<file path="config.mk">
export PLATFORM = sky130hd
export DESIGN_NAME = led_fader_flat
export DESIGN_NICKNAME = d
export VERILOG_FILES = /design/src/rtl/led_fader_if.sv /design/src/rtl/led_fader.sv /design/src/flat_wrapper.sv
export SDC_FILE = /design/constraint.sdc
export NUM_CORES = 1
export LEC_CHECK = 0
export ABC_CLOCK_PERIOD_IN_PS = 2600
export BUFFER_PORTS_ARGS = -buffer_cell sky130_fd_sc_hd__buf_2
export CAP_MARGIN = 40
export CORE_MARGIN = 2
export CORE_UTILIZATION = 64
export DETAILED_ROUTE_END_ITERATION = 10
export PLACE_DENSITY = 0.82
export SLEW_MARGIN = 10
export SYNTH_ARGS = -nofsm -noshare
export SYNTH_HDL_FRONTEND = slang
export SYNTH_SLANG_ARGS = --single-unit
</file>
<file path="constraint.sdc">
create_clock -name hwclk -period 2.6 [get_ports hwclk]
set_input_delay 0.26 -clock hwclk [delete_from_list [all_inputs] [get_ports hwclk]]
set_output_delay 0.26 -clock hwclk [all_outputs]
set_load 0.01 [all_outputs]
</file>
<file path="src/rtl/led_fader_if.sv">
// led_fader bus: per-channel LED requests in,
// PWM pins and settle flags out.
interface led_fader_if;
  logic [7:0] req;
  logic [7:0] led_out;
  logic [7:0] at_full;
  logic [7:0] at_off;

  modport master (
    output req,
    input  led_out,
    input  at_full,
    input  at_off
  );

  modport slave (
    input  req,
    output led_out,
    output at_full,
    output at_off
  );
endinterface

</file>
<file path="src/rtl/led_fader.sv">
// led_fader: eight-channel PWM fader.
// Duty ramps toward the requested level one step per tick.
module led_fader #(
  parameter int unsigned STEP_DIV = 1024,
  parameter int unsigned MAX_DUTY = 255
) (
  input  logic       hwclk,
  input  logic       rst,
  led_fader_if.slave bus
);

  localparam int unsigned DW =
    (STEP_DIV > 2) ? $clog2(STEP_DIV) : 1;
  localparam logic [DW-1:0] DIV_LAST =
    DW'(STEP_DIV - 1);
  localparam logic [7:0] DMAX = 8'(MAX_DUTY);

  typedef enum logic [1:0] {
    IDLE, RISE, FULL, FALL
  } st_e;

  logic [7:0]    pwm_q, pwm_d;
  logic [DW-1:0] div_q, div_d;
  logic          tick;

  st_e        st_q   [8];
  st_e        st_d   [8];
  logic [7:0] duty_q [8];
  logic [7:0] duty_d [8];

  logic [7:0] led_q, led_d;
  logic [7:0] full_q, full_d;
  logic [7:0] off_q, off_d;

  // Free-running PWM counter and step prescaler.
  always_comb begin
    pwm_d = pwm_q + 8'd1;
    tick  = (div_q == DIV_LAST);
    div_d = tick ? '0 : div_q + 1'b1;
  end

  // Per-channel state and duty; a req change
  // decides the direction of a same-cycle step.
  always_comb begin
    led_d  = '0;
    full_d = '0;
    off_d  = '0;
    for (int i = 0; i < 8; i++) begin
      st_d[i]   = st_q[i];
      duty_d[i] = duty_q[i];
      unique case (st_q[i])
        IDLE: if (bus.req[i])  st_d[i] = RISE;
        RISE: if (!bus.req[i]) st_d[i] = FALL;
        FULL: if (!bus.req[i]) st_d[i] = FALL;
        FALL: if (bus.req[i])  st_d[i] = RISE;
        default: st_d[i] = IDLE;
      endcase
      if (tick) begin
        if (st_d[i] == RISE) begin
          if (duty_q[i] < DMAX)
            duty_d[i] = duty_q[i] + 8'd1;
          if (duty_d[i] == DMAX)
            st_d[i] = FULL;
        end else if (st_d[i] == FALL) begin
          if (duty_q[i] != 8'd0)
            duty_d[i] = duty_q[i] - 8'd1;
          if (duty_d[i] == 8'd0)
            st_d[i] = IDLE;
        end
      end
      led_d[i]  = (duty_q[i] > pwm_q);
      full_d[i] = (st_d[i] == FULL);
      off_d[i]  = (st_d[i] == IDLE);
    end
  end

  // State registers with synchronous reset.
  always_ff @(posedge hwclk) begin
    if (rst) begin
      pwm_q  <= '0;
      div_q  <= '0;
      led_q  <= '0;
      full_q <= '0;
      off_q  <= '1;
      for (int i = 0; i < 8; i++) begin
        st_q[i]   <= IDLE;
        duty_q[i] <= '0;
      end
    end else begin
      pwm_q  <= pwm_d;
      div_q  <= div_d;
      led_q  <= led_d;
      full_q <= full_d;
      off_q  <= off_d;
      for (int i = 0; i < 8; i++) begin
        st_q[i]   <= st_d[i];
        duty_q[i] <= duty_d[i];
      end
    end
  end

  assign bus.led_out = led_q;
  assign bus.at_full = full_q;
  assign bus.at_off  = off_q;

endmodule

</file>
<file path="src/flat_wrapper.sv">
// flat-port wrapper written by rule: the top's interface ports become plain ports
module led_fader_flat 
#(
  parameter int unsigned STEP_DIV = 1024,
  parameter int unsigned MAX_DUTY = 255
)
  (hwclk, rst, bus_req, bus_led_out, bus_at_full, bus_at_off);
  led_fader_if bus_i ();
  input  logic hwclk;
  input  logic rst;
  input wire logic [$bits(bus_i.req)-1:0] bus_req;
  output wire logic [$bits(bus_i.led_out)-1:0] bus_led_out;
  output wire logic [$bits(bus_i.at_full)-1:0] bus_at_full;
  output wire logic [$bits(bus_i.at_off)-1:0] bus_at_off;
  assign bus_i.req = bus_req;
  assign bus_led_out = bus_i.led_out;
  assign bus_at_full = bus_i.at_full;
  assign bus_at_off = bus_i.at_off;
  led_fader #(.STEP_DIV(STEP_DIV), .MAX_DUTY(MAX_DUTY)) u_core (.hwclk(hwclk), .rst(rst), .bus(bus_i));
endmodule
</file>
[After elaboration in Yosys (flattened, before gate mapping)]
Memory sizes are Yosys's and may differ from the RTL's.
Index checks and enable logic that the tools add are counted.
Storage, ports and cells
  flip-flop bits (word level): 42
  RAM bits: 80
  logic and storage cells: 326
  memories: 2
Cells by class
  add/subtract/negate cells: 18
  magnitude comparators: 16
  eq/ne operators: 57
  mux-type cells: 163
  bitwise logic cells: 16
  reductions and logical operators: 49
Memories
  u_core.duty_q: words 8, width 8, rd ports 8, clocked after memory_dff 0, write ports 8, RTL line led_fader.sv:28  | logic [7:0] duty_q [8];
  u_core.st_q: words 8, width 2, rd ports 8, clocked after memory_dff 0, write ports 8, RTL line led_fader.sv:26  | st_e st_q [8];
Operator list (count)
  two-way mux 8 bit: 88
  two-way mux 2 bit: 64
  adder 8 x 1 -> 8 bit (second input constant): 9
  equality test 2 bit (second input constant): 32
  equality test 8 bit (second input constant): 8
  greater-than comparator 8 bit: 8
  logical NOT 8 bit: 8
  less-than comparator 8 bit (second input constant): 8
  nonzero test 8 bit: 8
  subtractor 8 x 1 -> 8 bit (second input constant): 8
  OR reduction 2 bit: 17
  equality test 2 x 1 -> 1 bit (second input constant): 16
  logical NOT 2 bit: 16
  case mux 2 bit (2 select lines): 8
  OR 1 bit: 16
  adder 10 x 1 -> 10 bit (second input constant): 1
  equality test 10 bit (second input constant): 1
  two-way mux 1 bit: 3

[Depth between registers and ports, before layout]
Gate-level depths: netlist (run 1).
  depth after elaboration: 13
  depth in mapped cells: 10

[Least setup slack after synthesis (run 1)]
Ideal clock, no wire load.
  kind: register to register
  start: memory u_core.duty_q[6][1] (netlist: u_core.duty_q[0][49])
  end: memory u_core.st_q[0][12] (netlist name)
  library setup time: 0.116 ns
  arrival time: 2.238 ns
  slack: 0.246 ns
  stages on the path, launching flop included: 10
  path buffers: 1
  path through: dfxtp_1 -> clkbuf_1 -> inv_1 -> ha_1 -> or4b_1 -> a21o_1 -> a221o_1 -> a21o_1 -> nand2_1 -> and3b_1
RTL lines (RTL line)
  from (decl): led_fader.sv:28
  to (decl): led_fader.sv:26

==> metrics list, run 1 <==
- Entering global routing, the biggest net connects 102 pins.
- Area occupied by multi-input gates: 0.00699 mm2
* Count of unique library cells instantiated by Yosys: 80
- Chip width: around 130 um
- Crit Path Class: reg -> reg
- In the finished design, the share of the clock period the worst path needs comes to 93.9%.
- The worst setup path is launched from a flip-flop.
- CTS tree: yes
* Top-count cell post-synth: nor2_1
* Portion of synthesized cell area occupied by the leading cell type: 24.5%
* Antenna Violating Nets Remaining: 0
* Clock Path Buffers: 2
- Number of rows created at floorplan: 45
- Worst Max-Slew Pin Slew: 0.794 ns
- Gates resized during post-CTS repair numbered 0.
* Number of DRC violations after detailed routing: 0
- Of the cells placed in the final design, the portion with a size suffix greater than 1 is approximately a tenth.
- The later pin in the worst-skew pair is clocked with a latency of between 0.4 and 0.5 ns.
- Measured along the y axis, the die boundary spans approximately 130 um.
* Buffers inserted by post-CTS timing repair: 0
* Start point of the critical path: u_core.duty_q[0][32]$_SDFFE_PP0P_
- Total Power: 4.74 mW
- Across the run, the number of max-cap violations was 0.
* Grt ovf: 0
* Async SR Flop Fraction: 0%
* Reg-to-Reg Start: u_core.duty_q[0][32]$_SDFFE_PP0P_
- Port buffering added 33 buffers.
* CTS Root Cell: clkbuf_16
- Power density over cell area: 437 mW/mm2
- The core region is 0.0152 mm2.
- In this run the mean area of a mapped cell was about 7.4 um2.
* Max rail drop VDD: approximately 0.50 mV
* Area after DPL: 0.0103 mm2
* Cell Count Post-Placement: 1520
* Endpoint with the worst hold slack: u_core.bus.at_full[2]$_SDFF_PP0_
* Main area contributors after synthesis: dfxtp_1 (25%), ha_1 (10%), a21oi_1 (6.3%)
- Summed over all layers, the routed wires come to 26.4 mm.
- CTS Hold Bufs: 0
- Number of global-route vias before repair: 9424
* Number of nets produced by synthesis: 1444
- The first global-routing pass estimated roughly 44 mm of wire.
- Summing over every cut layer, the via total after detailed routing is 10400.
* Max Transition Viols Final: 0
- After synthesis, flip-flops and latches occupy 24.5% of the total area.
* Leakage power figure: 4.34 nW
* Number of synthesized flops with an enable pin: 0
* Synthesized instance count: approximately 1400
- Area of the die: 0.0166 mm2
* Number of violations reported at the end of detailed-routing iteration 0: 1060
- The most used flip-flop cell after synthesis is dfxtp_1.
- At the end of the flow, the number of nets in the layout was between 1000 and 1500.
* Setup slack after placement: 0.201 ns
* Utilization after layout: 71.4%
- For the final database, setup skew stands at ~0.011 ns.
- Summing every instance area after synthesis gives 0.00995 mm2.
* Fill cells: about 1200
- Non-Filler Instances: 1551
- Clk slew on worst S/H paths: about 0.06 ns
* Cts bufs inserted: 17
- Global routing consumed, over all layers together, 32.3% of the routing resources.
- The first TritonRoute pass finished after 6 iterations.
- Initial core utilization: between 60% and 70%
* Number of levels in the clock H-tree: 4
* Dpl hpwl: 17.7 mm
- Setup violations remaining at the end of the flow were counted as 0.
* Worst flop-to-flop path endpoint: u_core.duty_q[0][33]$_SDFFE_PP0P_
- Io pins: 34
* #FFs+latches synth: between 100 and 150
- Based on the critical path, the design can be clocked at up to 410 MHz.
- Routed vias/inst: 6.71
* Number of antenna repair diodes: 0
- The largest total area in the synthesized netlist belongs to dfxtp_1.
* RePlAce Congestion: 0.976
- Area of all placed cells without fillers: approximately 0.011 mm2
* Reg-to-reg setup timing slack: 0.16 ns
* Clock period minus worst slack: 2.44 ns
* Relative slew slack: a little under half
- The commonest cells after synthesis are nor2_1 (137), a21oi_1 (126), dfxtp_1 (122).
* CP Data Required Time: 2.92 ns
- Area delta synth->final: 9.14%
* Worst hold path type: in -> reg
* Final setup slack of the worst path: 0.159 ns
* Register Area: 0.00244 mm2
* CP Data Arrival Time: 2.76 ns
- Clock sinks: between 100 and 150
* Hold Crit Depth: 3
- Yosys warning total: 0
- The hold violation total from the final report came to 0.
- Outcome: completed
* Worst Setup End Kind: flip-flop
* Number of cells traversed by the worst register-to-register path: 6
- Antenna violations before repair: 0
- Biggest fanout along the worst timing path: 8
- Detailed-route wire length per cell: roughly 17 um
* Hold path startpoint: bus_req[2]
-- cell type report --
type / instances / area share, %
Timing Repair Buffer: 72 / 4.36
Multi-Input combinational cell: 1098 / 64.3
Clock buffer: 24 / 4.44
Clock inverter: 7 / 0.841
Sequential cell: 122 / 22.5
Tap cell: 188 / 2.17
Inverter: 40 / 1.38
-- critical path, stage by stage (launching register included) --
cell and delay (ns):
dfxtp_1 0.40, inv_1 0.16, ha_1 0.29, or4b_4 0.55, o32ai_4 0.43, o21ai_1 0.12, a2111oi_2 0.38
-- logic make-up (layout without fill, tap and decap cells) --
family,after synthesis,in the layout,share of synthesized area [%]
AO/OA/AOI/OAI,412,412,26.2
AND/OR/NAND/NOR,547,547,28.2
adder cells (fa/ha/maj),83,83,10.4
XOR/XNOR,40,40,3.52
buffers and inverters,132,143,5.43
flip-flops,122,122,24.5
multiplexers,16,16,1.63
-- metal layers --
metal,track usage (%),routed length (um)
met5,0,0
met2,51.2,12000
met1,43.0,11400
met4,13.7,782
met3,6.28,2260
-- power breakdown --
group	total [mW]	switching (mW)	internal, mW
Clock	2.34	0.860	1.48
Sequential	1.97	0.0417	1.92
Combinational	0.440	0.271	0.169
Total	4.74	1.17	3.57
-- state kept, by name, summed over array words and instances, names as in the netlist --
name	count
u_core.duty_q	64
u_core.st_q	16
u_core.div_q	10
u_core.bus.at_full	8
u_core.bus.at_off	8
u_core.bus.led_out	8
u_core.pwm_q	8
-- how the worst max path moves through the flow --
stage          slack, ns  depth (start not counted)                           endpoint
6_report            0.16                          6  u_core.duty_q[0][33]$_SDFFE_PP0P_
5_1_grt           -0.007                          7  u_core.duty_q[0][38]$_SDFFE_PP0P_
4_1_cts             0.19                          8       u_core.st_q[0][8]$_SDFF_PP0_
3_5_place_dp        0.20                          8       u_core.st_q[0][8]$_SDFF_PP0_
3_3_place_gp        0.29                          8  u_core.duty_q[0][35]$_SDFFE_PP0P_
2_1_floorplan       0.25                          9      u_core.st_q[0][12]$_SDFF_PP0_
-- through the flow --
stage | hold WS, ns | TNS [ns]
3_3_place_gp | 0.466 | 0
5_1_grt | 0.142 | -0.00687
2_1_floorplan | 0.400 | 0
3_5_place_dp | 0.500 | 0
4_1_cts | 0.122 | 0
6_report | 0.127 | 0
-- cells in the final DEF (no fill, tap or decap), types with 8 or more instances in the layout --
cell type and instances:
a211oi_1 8, a21o_1 27, a21oi_1 126, a22oi_1 12, a311oi_1 8, a31oi_1 16
and3_1 19, and4_1 8, buf_2 32, buf_4 39, clkbuf_16 17, dfxtp_1 122
ha_1 82, inv_1 40, mux2i_1 14, nand2_1 94, nand2b_1 31, nand3_1 72
nand4_1 32, nor2_1 137, nor2b_1 24, nor3_1 46, nor3b_1 15, nor4_1 16
o21ai_0 102, o22ai_1 15, o2bb2ai_1 8, o31ai_1 9, or3_1 12, xnor2_1 22
xor2_1 18
No activity file was read; power rests on OpenSTA's default activity.
==> run 2: changes to the inputs <==
--- a/config.mk
+++ b/config.mk
@@ -5,6 +5,7 @@
 export SDC_FILE = /design/constraint.sdc
 export NUM_CORES = 1
 export LEC_CHECK = 0
+export ABC_AREA = 1
 export ABC_CLOCK_PERIOD_IN_PS = 2600
 export BUFFER_PORTS_ARGS = -buffer_cell sky130_fd_sc_hd__buf_2
 export CAP_MARGIN = 40
==> metrics list, run 2 <==
- The flow ran to the end, and the final reports show no timing, DRC or antenna violations.
* Number of vias after detailed routing: 11000 (+6.0%)
* Clock sinks: 122 (unchanged)
- Clk slew on worst S/H paths: 0.06 ns (about the same)
- Drt total wl: 26.6 mm (+0.68%)
- The number of warnings reported in the yosys synthesis log came to 0 (unchanged).
* Commonest cells post-synth: nand2_1 (450), nor2_1 (228), inv_1 (201)
- The final worst-path setup slack is 0.357 ns (+0.199 ns).
- Synthesized instance count: 1707 (+26%)
- The number of placed instances, taps included came to 1925 (+27%).
- For this run, the leading register cell type out of synthesis is dfxtp_1.
- In the post-synthesis netlist, the biggest area contributors are dfxtp_1 (24%), nand2_1 (16%), ha_1 (10%).
* Number of DRC violations after detailed routing: 0 (unchanged)
* CP Data Arrival Time: 2.54 ns (-0.22 ns)
- The number of distinct library cell variants in the gate-level netlist after synthesis was 45 (-44%).
* Largest registers: u_core.duty_q: 64 flops, u_core.st_q: 16 flops, u_core.div_q: 10 flops
* Kind of start point of the critical path: flip-flop
- Average cell area after synthesis: 6.03 um2 (-18%)
- Io pins: 34 (unchanged)
- Leaving out fill and tap cells, the most frequent cell in the layout is nand2_1.
- Area of the core: 0.0158 mm2 (+4.1%)
- All-layer global routing usage: 31.3% (-0.94 points)
- Share of post-route cells with drive strength above 1: 6.73% (-2.7 points)
* RePlAce Congestion: 0.951 (-2.6%)
* Antenna Violating Nets Remaining: 0 (unchanged)
- The insertion delay to the later sink of the worst-skew pair came to 0.43 ns (about the same).
- Relative to the synthesized area, the layout overhead comes to 8.88%.
* CTS Root Cell: clkbuf_16
- The power density relative to cell area is 428 mW/mm2 (-1.9%).
- The row count was 46 (+2.2%).
- Dpl hpwl: 19.2 mm (+8.9%)
* Grt ovf: 0 (unchanged)
- The measured slew at the worst slew-check pin was 0.590 ns (-0.205 ns).
- Maximum clock frequency: 446 MHz (+8.9%)
- Vertical extent of the die: 131 um (+1.7%)
* Top-count cell post-synth: nand2_1
* Register name with the most flops: u_core.duty_q
- The number of antenna violations at the first check in global routing is 0 (unchanged).
- Area of the die: 0.0171 mm2 (+3.4%)
- Number of synthesized flops with an enable pin: 0 (unchanged)
- CTS tree: yes
* CP peak stage delay: 0.37 ns (-0.18 ns)
- Cell with the largest stage delay on the worst path: dfxtp_1
* Total negative setup slack: 0 ns (unchanged)
- Number of nets produced by synthesis: 1799 (+25%)
* Relative slew slack: 60.6% (+14 points)
- The count of pins over their slew limit came to 0 (unchanged).
- Final clock period utilization by the worst path: 86.3% (-7.6 points)
- Dominant cell type by area after synthesis: dfxtp_1
- In this run the worst hold path is classified as in -> reg.
- Cell area after technology mapping: 0.0103 mm2 (+3.5%)
* Crit-path cells: ha_1 > nand2_1 > inv_2 > nand3_2 > nor2_2 > nand4_2 > buf_4 > nor2_2 > inv_1 > o21ai_0 > a21oi_1
- The biggest fanout along the worst timing path was 16 (+8).
* I/O Buffers: 33 (unchanged)
- The static leakage is 5.53 nW (+28%).
- Max rail drop VDD: 0.486 mV (-3.6%)
- Largest net degree at the start of global routing: 41 (-60%)
- The critical path required time came to 2.90 ns (-0.02 ns).
- Setup violation total in the final timing report: 0 (unchanged)
- The count of max-cap constraint violations was 0 (unchanged).
- The maximum buffer depth of the clock tree came to 2 (unchanged).
* Portion of synthesized cell area occupied by the leading cell type: 23.7% (-0.84 points)
- The sequential cell area fraction in the yosys report was 23.7% (-0.84 points).
- The CTS H-tree depth was 4 (unchanged).
- The count of hold-fix buffers inserted at cts is 0 (unchanged).
- Worst Setup End Kind: flip-flop
- Hold violation total from the final report: 0 (unchanged)
- First-pass GRT wire length: 43.7 mm (-1.2%)
- The worst setup slack before clock tree synthesis is 0.394 ns (+0.192 ns).
- The number of diodes is 0 (unchanged).
- Grouping stages by cell kind, the critical path spends the most delay in simple AND/OR/NAND/NOR gates.
* Initial core utilization: 65.1% (-0.37 points)
- The final critical path time including I/O delays and setup is 2.24 ns (-0.199 ns).
- The post-CTS setup-driven buffer insertion count was 0 (unchanged).
* Crit Path Class: reg -> reg
- Cts bufs inserted: 17 (unchanged)
* Unrepaired setup endpoints after global routing: no
- Detailed-route wire length per cell: 13.6 um (-20%)
- The setup clock skew after layout was 0.00762 ns (-0.00308 ns).
* Non-Filler Instances: 1955 (+26%)
- The final total power was 4.80 mW (+1.3%).
* Most frequent cells in the layout: nand2_1 (450), nor2_1 (228), inv_1 (200)
- The count of cells resized by post-cts repair came to 0 (unchanged).
* Number of violations reported at the end of detailed-routing iteration 0: 786 (-26%)
- CP dominant cell by count: nor2_2
* Routed vias/inst: 5.64 (-16%)
- The flip-flop count of the largest register after layout came to 64 (unchanged).
- Chip width: 131 um (+1.7%)
* Number of global-route vias before repair: 9672 (+2.6%)
- Sum of buffers and inverters on the critical path: 3 (+2)
* Async SR Flop Fraction: 0% (unchanged)
- The flip-flop and latch count after synthesis was 122 (unchanged).
- Nets: 1820 (+26%)
- Detailed-routing iteration count for the pre-antenna-repair pass: 5 (-1)
run 2: changes by cell type after synthesis, sizes merged, moves of 28 or more:
cell	delta
nand3	+66
clkbuf	-46
o21ai	+37
nand2	+364
nor2	+99
nand2b	-31
inv	+165
a21oi	-28
run 2: final timing paths:
path                                    from                          endpoint  slack (ns)  cells after the start
hold / removal                    bus_req[7]     u_core.st_q[0][15]$_SDFF_PP0_        0.23                      5
hold reg to reg   u_core.div_q[0]$_SDFF_PP0_        u_core.div_q[0]$_SDFF_PP0_        0.47                      1
setup / recovery  u_core.div_q[0]$_SDFF_PP0_  u_core.duty_q[0][9]$_SDFFE_PP0P_        0.36                     11
setup reg to reg  u_core.div_q[0]$_SDFF_PP0_  u_core.duty_q[0][9]$_SDFFE_PP0P_        0.36                     11
run 2: power breakdown:
part	switching [mW]	internal [mW]	total, mW
clock	0.855	1.52	2.38
sequential	0.0350	1.93	1.97
combinational	0.299	0.157	0.456
run 2: logic make-up after synthesis:
kind of cell	count (synthesis)	share of synthesized area, %
compound gates	301	15.9
xor+xnor	34	2.89
fa+ha+maj	82	9.96
buf+inv	255	9.89
flops	122	23.7
simple gates	913	37.6
run 2: worst min-delay path, delay by kind of cell:
family,cells,cell delay (ns)
and+or+nand+nor,2,0.15
AOI/OAI and AO/OA,1,0.06
buffers and inverters,2,0.15
run 2: routing by layer:
metal	share of wire [%]	GRT usage [%]
met1	44	39.9
met4	2.1	10.8
met3	6.5	5.74
met2	47	53.3
met5	0	0
run 2: final cells by class:
class	count	area [um2]
Clock inverter	6	87.6
Multi-Input combinational cell	1330	6840
Sequential cell	122	2440
Clock buffer	24	502
Fill cell	1397	4610
Tap cell	216	270
Timing Repair Buffer	51	300
Inverter	206	773
run 2: stage by stage:
stage / utilization (%) / hold slack, ns / cell area, um2
global route: 70.9 / 0.289 / 11200
floorplan: - / 0.430 / 10300
global placement: 67.1 / 0.445 / 10600
finish: 70.9 / 0.225 / 11200
CTS: 70.9 / 0.227 / 11200
detailed placement: 67.1 / 0.459 / 10600
==> run 3: changes to the inputs <==
--- a/config.mk
+++ b/config.mk
@@ -9,11 +9,14 @@
 export ABC_CLOCK_PERIOD_IN_PS = 2600
 export BUFFER_PORTS_ARGS = -buffer_cell sky130_fd_sc_hd__buf_2
 export CAP_MARGIN = 40
+export CELL_PAD_IN_SITES_DETAIL_PLACEMENT = 0
+export CELL_PAD_IN_SITES_GLOBAL_PLACEMENT = 1
 export CORE_MARGIN = 2
-export CORE_UTILIZATION = 64
+export CORE_UTILIZATION = 45
 export DETAILED_ROUTE_END_ITERATION = 10
 export PLACE_DENSITY = 0.82
 export SLEW_MARGIN = 10
 export SYNTH_ARGS = -nofsm -noshare
 export SYNTH_HDL_FRONTEND = slang
 export SYNTH_SLANG_ARGS = --single-unit
+export TNS_END_PERCENT = 1
==> metrics list, run 3 (synthesis results as in run 2) <==
* Largest registers: u_core.duty_q: 64 flops, u_core.st_q: 16 flops, u_core.div_q: 10 flops
- Final setup slack of the worst path: 0.416 ns (+0.0586 ns)
* Kind of start point of the critical path: flip-flop
- Drt total wl: 27.9 mm (+4.8%)
- The final estimated routing congestion in global placement was 0.878 (-7.8%).
* Clk_lat worst skew: 0.42 ns (about the same)
- The headroom to the max-slew limit came to 62.0% (+1.4 points).
* Total negative setup slack: 0 ns (unchanged)
- Maximum clock frequency: 458 MHz (+2.7%)
- Leaving out fill and tap cells, the most frequent cell in the layout is nand2_1.
* Area of the core: 0.0226 mm2 (+43%)
- Detailed-route wire length per cell: 13.8 um (+1.1%)
- The setup clock skew after layout is 0.0131 ns (+0.00549 ns).
- CTS tree: yes
- The hold violation total from the final report came to 0 (unchanged).
- The maximum VDD drop was 0.308 mV (-37%).
- The number of vias after detailed routing was 10800 (-2.5%).
* Number of global-route vias before repair: 9920 (+2.6%)
- Nets: 1820 (unchanged)
- The die height was 155 um (+19%).
- The worst setup path is captured at a flip-flop.
- The CTS H-tree depth is 4 (unchanged).
- CP Data Arrival Time: 2.55 ns (about the same)
- Part of the total power dissipated in combinational logic: 9.1% (-0.4 points)
- The count of cells resized by post-cts repair is 0 (unchanged).
- The remaining global-route overflow came to 0 (unchanged).
- The finished layout cell area came to 0.0114 mm2 (+1.5%).
- Cts bufs inserted: 17 (unchanged)
* Worst Max-Slew Pin Slew: 0.569 ns (-0.0208 ns)
- Number of antenna repair diodes: 0 (unchanged)
* Initial core utilization: 45.6% (-19 points)
* Proportion of power drawn by the clock network: 52.1% (+2.6 points)
- The count of max-cap constraint violations is 0 (unchanged).
- The power density relative to cell area came to 445 mW/mm2 (+4.0%).
- All-layer global routing usage: 23.4% (-7.9 points)
- Largest net degree at the start of global routing: 65 (+59%)
- Setup repair after global routing left no endpoint under its margin.
- Clock period minus worst slack: 2.18 ns (-0.0586 ns)
- The die footprint was 0.0241 mm2 (+41%).
- Clock tree synthesis selected as its root buffer the cell clkbuf_16.
- Io pins: 34 (unchanged)
* Dpl hpwl: 20.5 mm (+6.8%)
* Number of DRC violations after detailed routing: 0 (unchanged)
- The total clock sinks is 122 (unchanged).
- The post-placement cell area is 0.0107 mm2 (+0.93%).
- Final clock period utilization by the worst path: 84.0% (-2.3 points)
- Biggest fanout along the worst timing path: 8 (-8)
- Switch share: 24.5% (-0.29 points)
* Chip width: 155 um (+19%)
* Flip-flop count of the largest register after layout: 64 (unchanged)
- The proportion of layout cells with a drive suffix above 1 was 6.89% (+0.16 points).
* Most frequent cells in the layout: nand2_1 (450), nor2_1 (228), inv_1 (200)
* Leakage power figure: 5.57 nW (+0.69%)
- The share of total power in sequential cells was 38.8% (-2.2 points).
- The register with the most flip-flops in the final layout is u_core.duty_q.
- Antenna Violating Nets Remaining: 0 (unchanged)
- CP Data Required Time: 2.97 ns (+0.07 ns)
- Crit Path Class: reg -> reg
- First-pass GRT wire length: 46.6 mm (+6.7%)
- The path class of the tightest hold or removal check is in -> reg.
- The post-CTS clock slew at the launch and capture registers of the worst setup and hold paths came to 0.06 ns (about the same).
- The run finished with clean final reports.
- The ratio of routed vias to standard cells came to 5.31 (-5.9%).
- The setup-violating endpoint count in the final report was 0 (unchanged).
- Number of rows created at floorplan: 55 (+20%)
- The maximum buffer depth of the clock tree was 2 (unchanged).
- The count of hold-fix buffers inserted at cts is 0 (unchanged).
- Detailed-routing iteration count for the pre-antenna-repair pass: 8 (+3)
- The area growth from synthesis to layout is 10.5%.
* Pint: 3.83 mW (+5.9%)
- The worst setup slack before clock tree synthesis was 0.434 ns (+0.0407 ns).
- The post-CTS setup-driven buffer insertion count is 0 (unchanged).
- Number of violations reported at the end of detailed-routing iteration 0: 568 (-28%)
* Max Transition Viols Final: 0 (unchanged)
- The number of antenna violations at the first check in global routing was 0 (unchanged).
* I/O Buffers: 33 (unchanged)
- P_sw: 1.24 mW (+4.3%)
==> run 3: changes by cell type in the layout (fill, tap and decap cells not counted) <==
| cell | previous run | this run |
|---|---|---|
| bufinv_16 | 2 | 4 |
| clkinv_4 | 0 | 2 |
| buf_12 | 0 | 1 |
| buf_4 | 18 | 17 |
| clkbuf_1 | 2 | 1 |
| clkinv_2 | 1 | 0 |
==> run 3: path summary, 6_finish.rpt <==
kind	from	end	slack (ns)	cells after the start
max	u_core.duty_q[0][56]$_SDFFE_PP0P_	u_core.bus.at_off[7]$_SDFF_PP1_	0.42	15
min	rst	u_core.bus.at_off[2]$_SDFF_PP1_	0.17	3
max reg2reg	u_core.duty_q[0][56]$_SDFFE_PP0P_	u_core.bus.at_off[7]$_SDFF_PP1_	0.42	15
min reg2reg	u_core.div_q[0]$_SDFF_PP0_	u_core.div_q[0]$_SDFF_PP0_	0.46	1
==> run 3: metal layers <==
| layer | up-vias | routed length (um) | track usage [%] | part of all wire (%) |
|---|---|---|---|---|
| met4 | 0 | 601 | 9.31 | 2.2 |
| met2 | 264 | 12700 | 39.4 | 45 |
| met3 | 43 | 1310 | 3.23 | 4.7 |
| met5 | - | 0 | 0 | 0 |
| met1 | 4795 | 13300 | 30.4 | 48 |
| li1 | 5649 | - | - | - |
==> run 3: per-stage QoR <==
stage          utilization, %  instances  total power, mW  hold WS (ns)
5_1_grt                  50.4       2026             5.28         0.168
3_3_place_gp             47.5       1994             2.47         0.444
4_1_cts                  50.4       2026             5.13         0.165
6_report                 50.4       2026             5.07         0.174
2_1_floorplan               -       1707             2.32         0.430
3_5_place_dp             47.5       1994             2.47         0.454
==> run 3: power groups by stage <==
stage	Clock [mW]	Sequential, mW	Combinational (mW)
finish	2.64	1.97	0.460
global placement	0	2.01	0.461
floorplan	0	2.02	0.296
CTS	2.70	1.97	0.463
detailed placement	0	2.01	0.461
global route	2.79	1.97	0.523
==> run 3: final cells by class <==
class,instances,area (um2)
clock buffers,23,498
repair buffers,51,313
inverters,206,773
fillers,2361,11200
multi-input cells,1330,6840
clock inverters,9,160
flip-flops and latches,122,2440
well taps,285,357
==> run 3: worst max-delay path, cell delays in order, from the launching register on <==
cell and delay, ns:
dfxtp_1 0.44, inv_1 0.20, ha_1 0.30, nand2_1 0.15
inv_1 0.09, nand2_1 0.20, nand2_1 0.07, nand2_1 0.09
nand2_1 0.06, nor2_1 0.08, nand2_1 0.07, nand2_1 0.08
nand3_1 0.09, nand3_1 0.10, nand2_1 0.07, inv_1 0.05
